$ cat src/rtl/chn_fifo_arbiter.sv
// Round-robin packet drain of two channel FIFOs into the USB external FIFO.
// Each packet is one header word followed by PKT_LEN words from a single channel.
module chn_fifo_arbiter #(
  parameter int unsigned PKT_LEN = 256,
  parameter int unsigned USEDW_W = 10,
  parameter logic [3:0]  HDR_TAG = 4'hA
) (
  input  logic               clk,
  input  logic               reset,
  input  logic               rst_all_fifo,
  input  logic               arb_en,
  input  logic               chn1_fifo_empty,
  input  logic [USEDW_W-1:0] chn1_fifo_usedw,
  input  logic [15:0]        chn1_fifo_q,
  output logic               chn1_rdreq,
  input  logic               chn2_fifo_empty,
  input  logic [USEDW_W-1:0] chn2_fifo_usedw,
  input  logic [15:0]        chn2_fifo_q,
  output logic               chn2_rdreq,
  input  logic               usb_ext_fifo_afull,
  output logic [15:0]        out_to_usb_ext_fifo_din,
  output logic               out_to_usb_ext_fifo_en,
  output logic               busy,
  output logic               active_chn
);

  localparam logic [USEDW_W-1:0] PktLenW = USEDW_W'(PKT_LEN);

  typedef enum logic [2:0] {StIdle, StHdr, StBurst, StDrain0, StDrain1} state_e;

  state_e               state_q, state_d;
  logic                 active_q, active_d;
  logic                 last_q, last_d;
  logic [7:0]           seq1_q, seq1_d, seq2_q, seq2_d;
  logic [USEDW_W-1:0]   issued_q, issued_d;
  logic                 rd_d1_q, rd_d1_d;
  logic                 en_q, en_d;
  logic [15:0]          din_q, din_d;
  logic                 rdreq;
  logic                 elig1, elig2;
  logic [15:0]          q_sel;

  assign elig1 = !chn1_fifo_empty && (chn1_fifo_usedw >= PktLenW);
  assign elig2 = !chn2_fifo_empty && (chn2_fifo_usedw >= PktLenW);
  assign q_sel = active_q ? chn2_fifo_q : chn1_fifo_q;

  always_comb begin
    state_d  = state_q;
    active_d = active_q;
    last_d   = last_q;
    seq1_d   = seq1_q;
    seq2_d   = seq2_q;
    issued_d = issued_q;
    rdreq    = 1'b0;
    // Data stage: q is valid the cycle after rdreq, so it is captured off rd_d1.
    en_d     = rd_d1_q;
    din_d    = rd_d1_q ? q_sel : din_q;

    unique case (state_q)
      StIdle: begin
        if (arb_en && !usb_ext_fifo_afull && (elig1 || elig2)) begin
          state_d  = StHdr;
          active_d = (elig1 && elig2) ? ~last_q : elig2;
          issued_d = '0;
        end
      end
      StHdr: begin
        en_d    = 1'b1;
        din_d   = {HDR_TAG, 3'b000, active_q, (active_q ? seq2_q : seq1_q)};
        state_d = StBurst;
      end
      StBurst: begin
        if (!usb_ext_fifo_afull && (issued_q < PktLenW)) begin
          rdreq    = 1'b1;
          issued_d = issued_q + USEDW_W'(1);
          if (issued_q == PktLenW - USEDW_W'(1)) state_d = StDrain0;
        end
      end
      StDrain0: state_d = StDrain1;
      StDrain1: begin
        state_d = StIdle;
        last_d  = active_q;
        if (active_q) seq2_d = seq2_q + 8'd1;
        else          seq1_d = seq1_q + 8'd1;
      end
      default: state_d = StIdle;
    endcase

    rd_d1_d = rdreq;

    // Soft clear aborts any packet and drops words still in the read pipeline.
    if (rst_all_fifo) begin
      state_d  = StIdle;
      active_d = 1'b0;
      last_d   = 1'b1;
      seq1_d   = '0;
      seq2_d   = '0;
      issued_d = '0;
      rdreq    = 1'b0;
      rd_d1_d  = 1'b0;
      en_d     = 1'b0;
      din_d    = '0;
    end
  end

  always_ff @(posedge clk or posedge reset) begin
    if (reset) begin
      state_q  <= StIdle;
      active_q <= 1'b0;
      last_q   <= 1'b1;
      seq1_q   <= '0;
      seq2_q   <= '0;
      issued_q <= '0;
      rd_d1_q  <= 1'b0;
      en_q     <= 1'b0;
      din_q    <= '0;
    end else begin
      state_q  <= state_d;
      active_q <= active_d;
      last_q   <= last_d;
      seq1_q   <= seq1_d;
      seq2_q   <= seq2_d;
      issued_q <= issued_d;
      rd_d1_q  <= rd_d1_d;
      en_q     <= en_d;
      din_q    <= din_d;
    end
  end

  always_comb begin
    chn1_rdreq              = rdreq & ~active_q;
    chn2_rdreq              = rdreq & active_q;
    out_to_usb_ext_fifo_en  = en_q & ~rst_all_fifo;
    out_to_usb_ext_fifo_din = din_q;
    busy                    = (state_q != StIdle);
    active_chn              = active_q;
  end

endmodule

$ cat config.mk
export PLATFORM = sky130hd
export DESIGN_NAME = chn_fifo_arbiter
export DESIGN_NICKNAME = d
export VERILOG_FILES = /design/src/rtl/chn_fifo_arbiter.sv
export SDC_FILE = /design/constraint.sdc
export NUM_CORES = 1
export LEC_CHECK = 0
export CAP_MARGIN = 0
export CORE_MARGIN = 2
export CORE_UTILIZATION = 30
export DETAILED_ROUTE_END_ITERATION = 6
export GPL_ROUTABILITY_DRIVEN = 0
export PLACE_DENSITY = 0.61
export SYNTH_ARGS = -nofsm -noshare
export SYNTH_HDL_FRONTEND = slang
export SYNTH_SLANG_ARGS = --single-unit
$ cat constraint.sdc
create_clock -name clk -period 2 [get_ports clk]
set_input_delay 0.4 -clock clk [delete_from_list [all_inputs] [get_ports clk]]
set_output_delay 0.4 -clock clk [all_outputs]
set_load 0.005 [all_outputs]
After elaboration in Yosys (flattened, before gate mapping). Cells that the tools add are included.

Logic and storage cells: 84. Output and inout bits: 21. Bits in registers: 49.

Reduce and logical (&&, ||, !) cells: 23. Muxes and demuxes: 31. Add/sub/neg operators: 3. Equal/unequal tests: 9. $lt $le $gt $ge: 3. Bitwise operators: 6.

Operators by type and width (count): 16-bit two-way mux (4); 8-bit two-way mux (7); 10-bit two-way mux (3); 10-bit by 9-bit greater-or-equal comparator with 1-bit output (second input constant) (2); 10-bit one-hot mux with 2 select lines (1); 8-bit by 1-bit adder with 8-bit output (second input constant) (2); 3-bit two-way mux (4); 3-bit one-hot mux with 4 select lines (1); 1-bit two-way mux (11); 10-bit by 1-bit adder with 10-bit output (second input constant) (1); 10-bit by 8-bit == test with 1-bit output (second input constant) (1); 10-bit by 9-bit less-than comparator with 1-bit output (second input constant) (1); 3-bit inequality test (second input constant) (3); 3-bit nonzero test (3); 2-bit nonzero test (4); 3-bit by 2-bit == test with 1-bit output (second input constant) (2); 1-bit logical AND (6); 2-bit AND reduction (3); 3-bit AND reduction (2); 1-bit AND (3); 3-bit by 1-bit == test with 1-bit output (second input constant) (1); 3-bit == test (second input constant) (1); 1-bit logical NOT (3); 3-bit logical NOT (1); 3 further kinds (5).

Longest topological paths before layout.
Depth in word-level cells: 7. Depth in mapped cells: 6. Mapped depth without buffers: 5.

Worst setup path before layout. Ideal clock, no wire load.

Kind: input to output. From: input port rst_all_fifo. To: output port chn1_rdreq. Arrival time: 1269 ps. Required time: 1600 ps. Stages on the path: 4. Path slack: 331 ps. Cells stage by stage: buf_2 nor4b_4 nand3_2 nor2_1.

Cells in the longest elaborated chain, start to end: 2.

RTL lines: start: declaration (line 10) `input logic rst_all_fifo,`; 1-bit two-way mux (line 92) `if (rst_all_fifo) begin`; 1-bit AND (line 131) `chn1_rdreq = rdreq & ~active_q;`; end: declaration (line 15) `output logic chn1_rdreq,`.

No other way between the ends.

Worst setup path in the final report.
From: register state_q[2]. To: output port chn2_rdreq.

Cells in the longest elaborated chain, start to end: 4.

RTL lines: start: declaration (line 31) `state_e state_q, state_d;`; start signal: assignment (line 108) `state_q <= StIdle;`; start signal: assignment (line 118) `state_q <= state_d;`; 3-bit by 2-bit == test with 1-bit output (line 59) `unique case (state_q)`; 1-bit two-way mux (line 59); 1-bit two-way mux (line 92); 1-bit AND (line 132) `chn2_rdreq = rdreq & active_q;`; end: declaration (line 19) `output logic chn2_rdreq,`.

No other way between the ends.

==> results.toml <==
[synthesis]
avgSynthCellArea_um2 = 10.9
synth_cell_types = 49
synth_nets = 298
synth_seq_cells = 49
netlist_area_um2 = 2580
synth_edf_count = 0
async_flop_share_pct = 100
yosys_warnings = 0
ys.flop_type = "dfrtp_1"
synthCells = 236
yosysSeqAreaShare_pct = 47.5

[pwr]
powerDensity_nw_per_um2 = 576
power.leakage_uw = 0.00150
ir_drop_v = 0.000216

[floorplanning]
start_util_pct = 31.1
die_w_um = 96.8
num_rows = 33
core_area_um2 = 8300
ioPinCount = 80
die_height_um = 96.8
die-area_um2 = 9370

[timing]
period_share_pct = 99.8
slew_headroom_pct = 43.3
max_freq_ghz = 0.501
finalSetupViolations = 0
clock-skew-final_ps = 12.5
tightest_slew_ps = 845
drv_slew = 0
tns_ps = 0
hold_violations = 0
min_period_ps = 2000
rsz0062_at_grt = "yes"

[drt]
vias_per_cell = 4.99
drt-initial-drc-count = 96
final_antenna_net_count = 0
drt_pass1_iterations = 4
num_vias = 2107
wl_per_cell_um = 14.7
wl_um = 6190
drc_errors = 0

[clock_tree]
cts.sinks = 49
clock-root-buffer = "clkbuf_8"
clock_latency_ps = 310
cts_tree = "done"
cts_hold_buf = 0
clk_pin_slew_worst_paths_ps = 90
cts_buffers = 5
cts-htree-levels = 2
cts_max_path_buffers = 2

[cells_and_area]
drive_gt1_share_pct = 19.6
antenna_cells = 0
n_fill_cell = 792
instances_no_fill = 422
multi_input_area_um2 = 1280
fin_nets = 378
syn_to_final_growth_pct = 38.9
post-route-util_pct = 43.3
seqCellArea_um2 = 1230

[worst_setup_path]
crit-reg2reg-launch = "state_q[2]"
worstRegToRegCells = 7
critPathLaunch = "state_q[2]"
critical_path.endpoint = "chn2_rdreq"
cp.required_ps = 1600
worstPathMaxFanout = 2
reg2reg_to = "issued_q[1]"
rrSetupSlack_ps = 150
end_kind = "output pin"
startpoint_type = "flip-flop"
arrival_ps = 1600
critical_path_class = "reg2out"

[place]
dp_hpwl_um = 4640
dp.cells = 410
io_buffers = 63

[grt]
grt_antenna_before_repair = 0
gr-total-overflow = 0
grt_pass1_vias = 2109
grt_max_degree = 35
grt_pass1_wl_um = 10600
grt_usage_pct = 13.8

[flow_run]
max-cap-violations = 0

[worst_hold_path]
worstHoldPathType = "in2async"

[run_status]
status = "finished, final reports clean"
==> state kept, by name, indices dropped and copies added, names as in the netlist <==
signal / cells
active_chn: 1
en_q: 1
issued_q: 10
last_q: 1
out_to_usb_ext_fifo_din: 16
rd_d1_q: 1
seq1_q: 8
seq2_q: 8
state_q: 3
==> cell families (layout without fill, tap and decap cells) <==
| kind of cell | Yosys count | in the layout | synth area share, % |
|---|---|---|---|
| AND/OR/NAND/NOR | 85 | 85 | 18.2 |
| flip-flops | 49 | 49 | 47.5 |
| AO/OA/AOI/OAI | 46 | 46 | 12.4 |
| multiplexers | 19 | 19 | 11.2 |
| buffers and inverters | 19 | 100 | 4.16 |
| XOR/XNOR | 15 | 15 | 5.08 |
| adder cells (fa/ha/maj) | 3 | 3 | 1.45 |
==> power by group <==
part | total [uW] | leakage (uW) | internal (uW) | switching (uW)
sequential | 1020 | 0.000677 | 1000 | 15.0
combinational | 311 | 0.000769 | 183 | 128
clock | 738 | 0.0000574 | 407 | 332
==> worst min-delay path by stage <==
stage,endpoint,slack (ps),cells past startpoint,startpoint
2_1_floorplan,issued_q[7],450,1,issued_q[7]
3_3_place_gp,out_to_usb_ext_fifo_din[14],470,2,out_to_usb_ext_fifo_din[14]
3_5_place_dp,out_to_usb_ext_fifo_din[12],470,2,out_to_usb_ext_fifo_din[12]
4_1_cts,state_q[2],300,2,reset
5_1_grt,state_q[2],310,2,reset
6_report,state_q[2],300,2,reset
==> layer usage <==
| layer | track usage, % | part of all wire, % | wire length [um] | vias to the layer above |
|---|---|---|---|---|
| met5 | 0 | 0 | 0 | - |
| met4 | 4.55 | 1.5 | 92 | 0 |
| met3 | 2.82 | 4.2 | 257 | 7 |
| met2 | 22.4 | 49 | 3060 | 50 |
| met1 | 18.5 | 45 | 2780 | 1027 |
| li1 | - | - | - | 1023 |
==> critical path: stages (launching register included) <==
cell and delay, ps:
dfrtp_1 410, buf_6 130, nor4b_4 310, nand3_2 130, buf_6 140, nor2_4 60, buf_2 110
==> placed cells by master, fill, tap and decap left out, types with 5 or more instances in the layout <==
cell type and count:
a21oi_1 9, nor2_1 24, a22o_1 9, clkdlybuf4s50_1 59
clkbuf_8 6, mux4_2 8, o21ai_0 10, nand4_1 5
mux2i_1 11, nand3_1 8, buf_4 20, xor2_1 11
dfrtp_1 47, nand2_1 17
==> cells in the mapped netlist (5+ instances only) <==
master   instances  area share, %
nand4_1          5            1.2
a21oi_1          9            1.7
nand2_1         17            2.5
mux2i_1         11            4.3
buf_2            5           0.97
inv_1            5           0.73
a22o_1           9            3.1
xor2_1          11            3.7
o21ai_0         10            1.9
dfrtp_1         48             46
nand3_1          8            1.5
mux4_2           8            7.0
nor2_1          26            3.8
==> what timing repair did <==
item,4_1_cts,5_1_grt
pin swaps,2,2
setup buffers,4,0
endpoints found under the hold margin,0,0
setup endpoints to repair,4,5
gates resized for setup,17,8
==> through the flow <==
stage	instance area [um2]	setup slack (ps)	hold WS [ps]	power, uW
final	3590	3.43	297	2070
after global routing	3590	-80.4	311	2180
after CTS	3570	-26.3	297	2100
after detailed placement	3410	-334	471	1350
after global placement	3410	-335	466	1350
after floorplan	2580	331	453	1190
==> cell type report <==
type | instances | share of cell area, %
clock buffer | 6 | 2.30
sequential | 49 | 34.2
multi-input combinational | 168 | 35.7
timing repair buffer | 86 | 22.5
inverter | 6 | 0.627
clock inverter | 2 | 1.05
tap | 105 | 3.66
(Power assumes the default switching activity.)
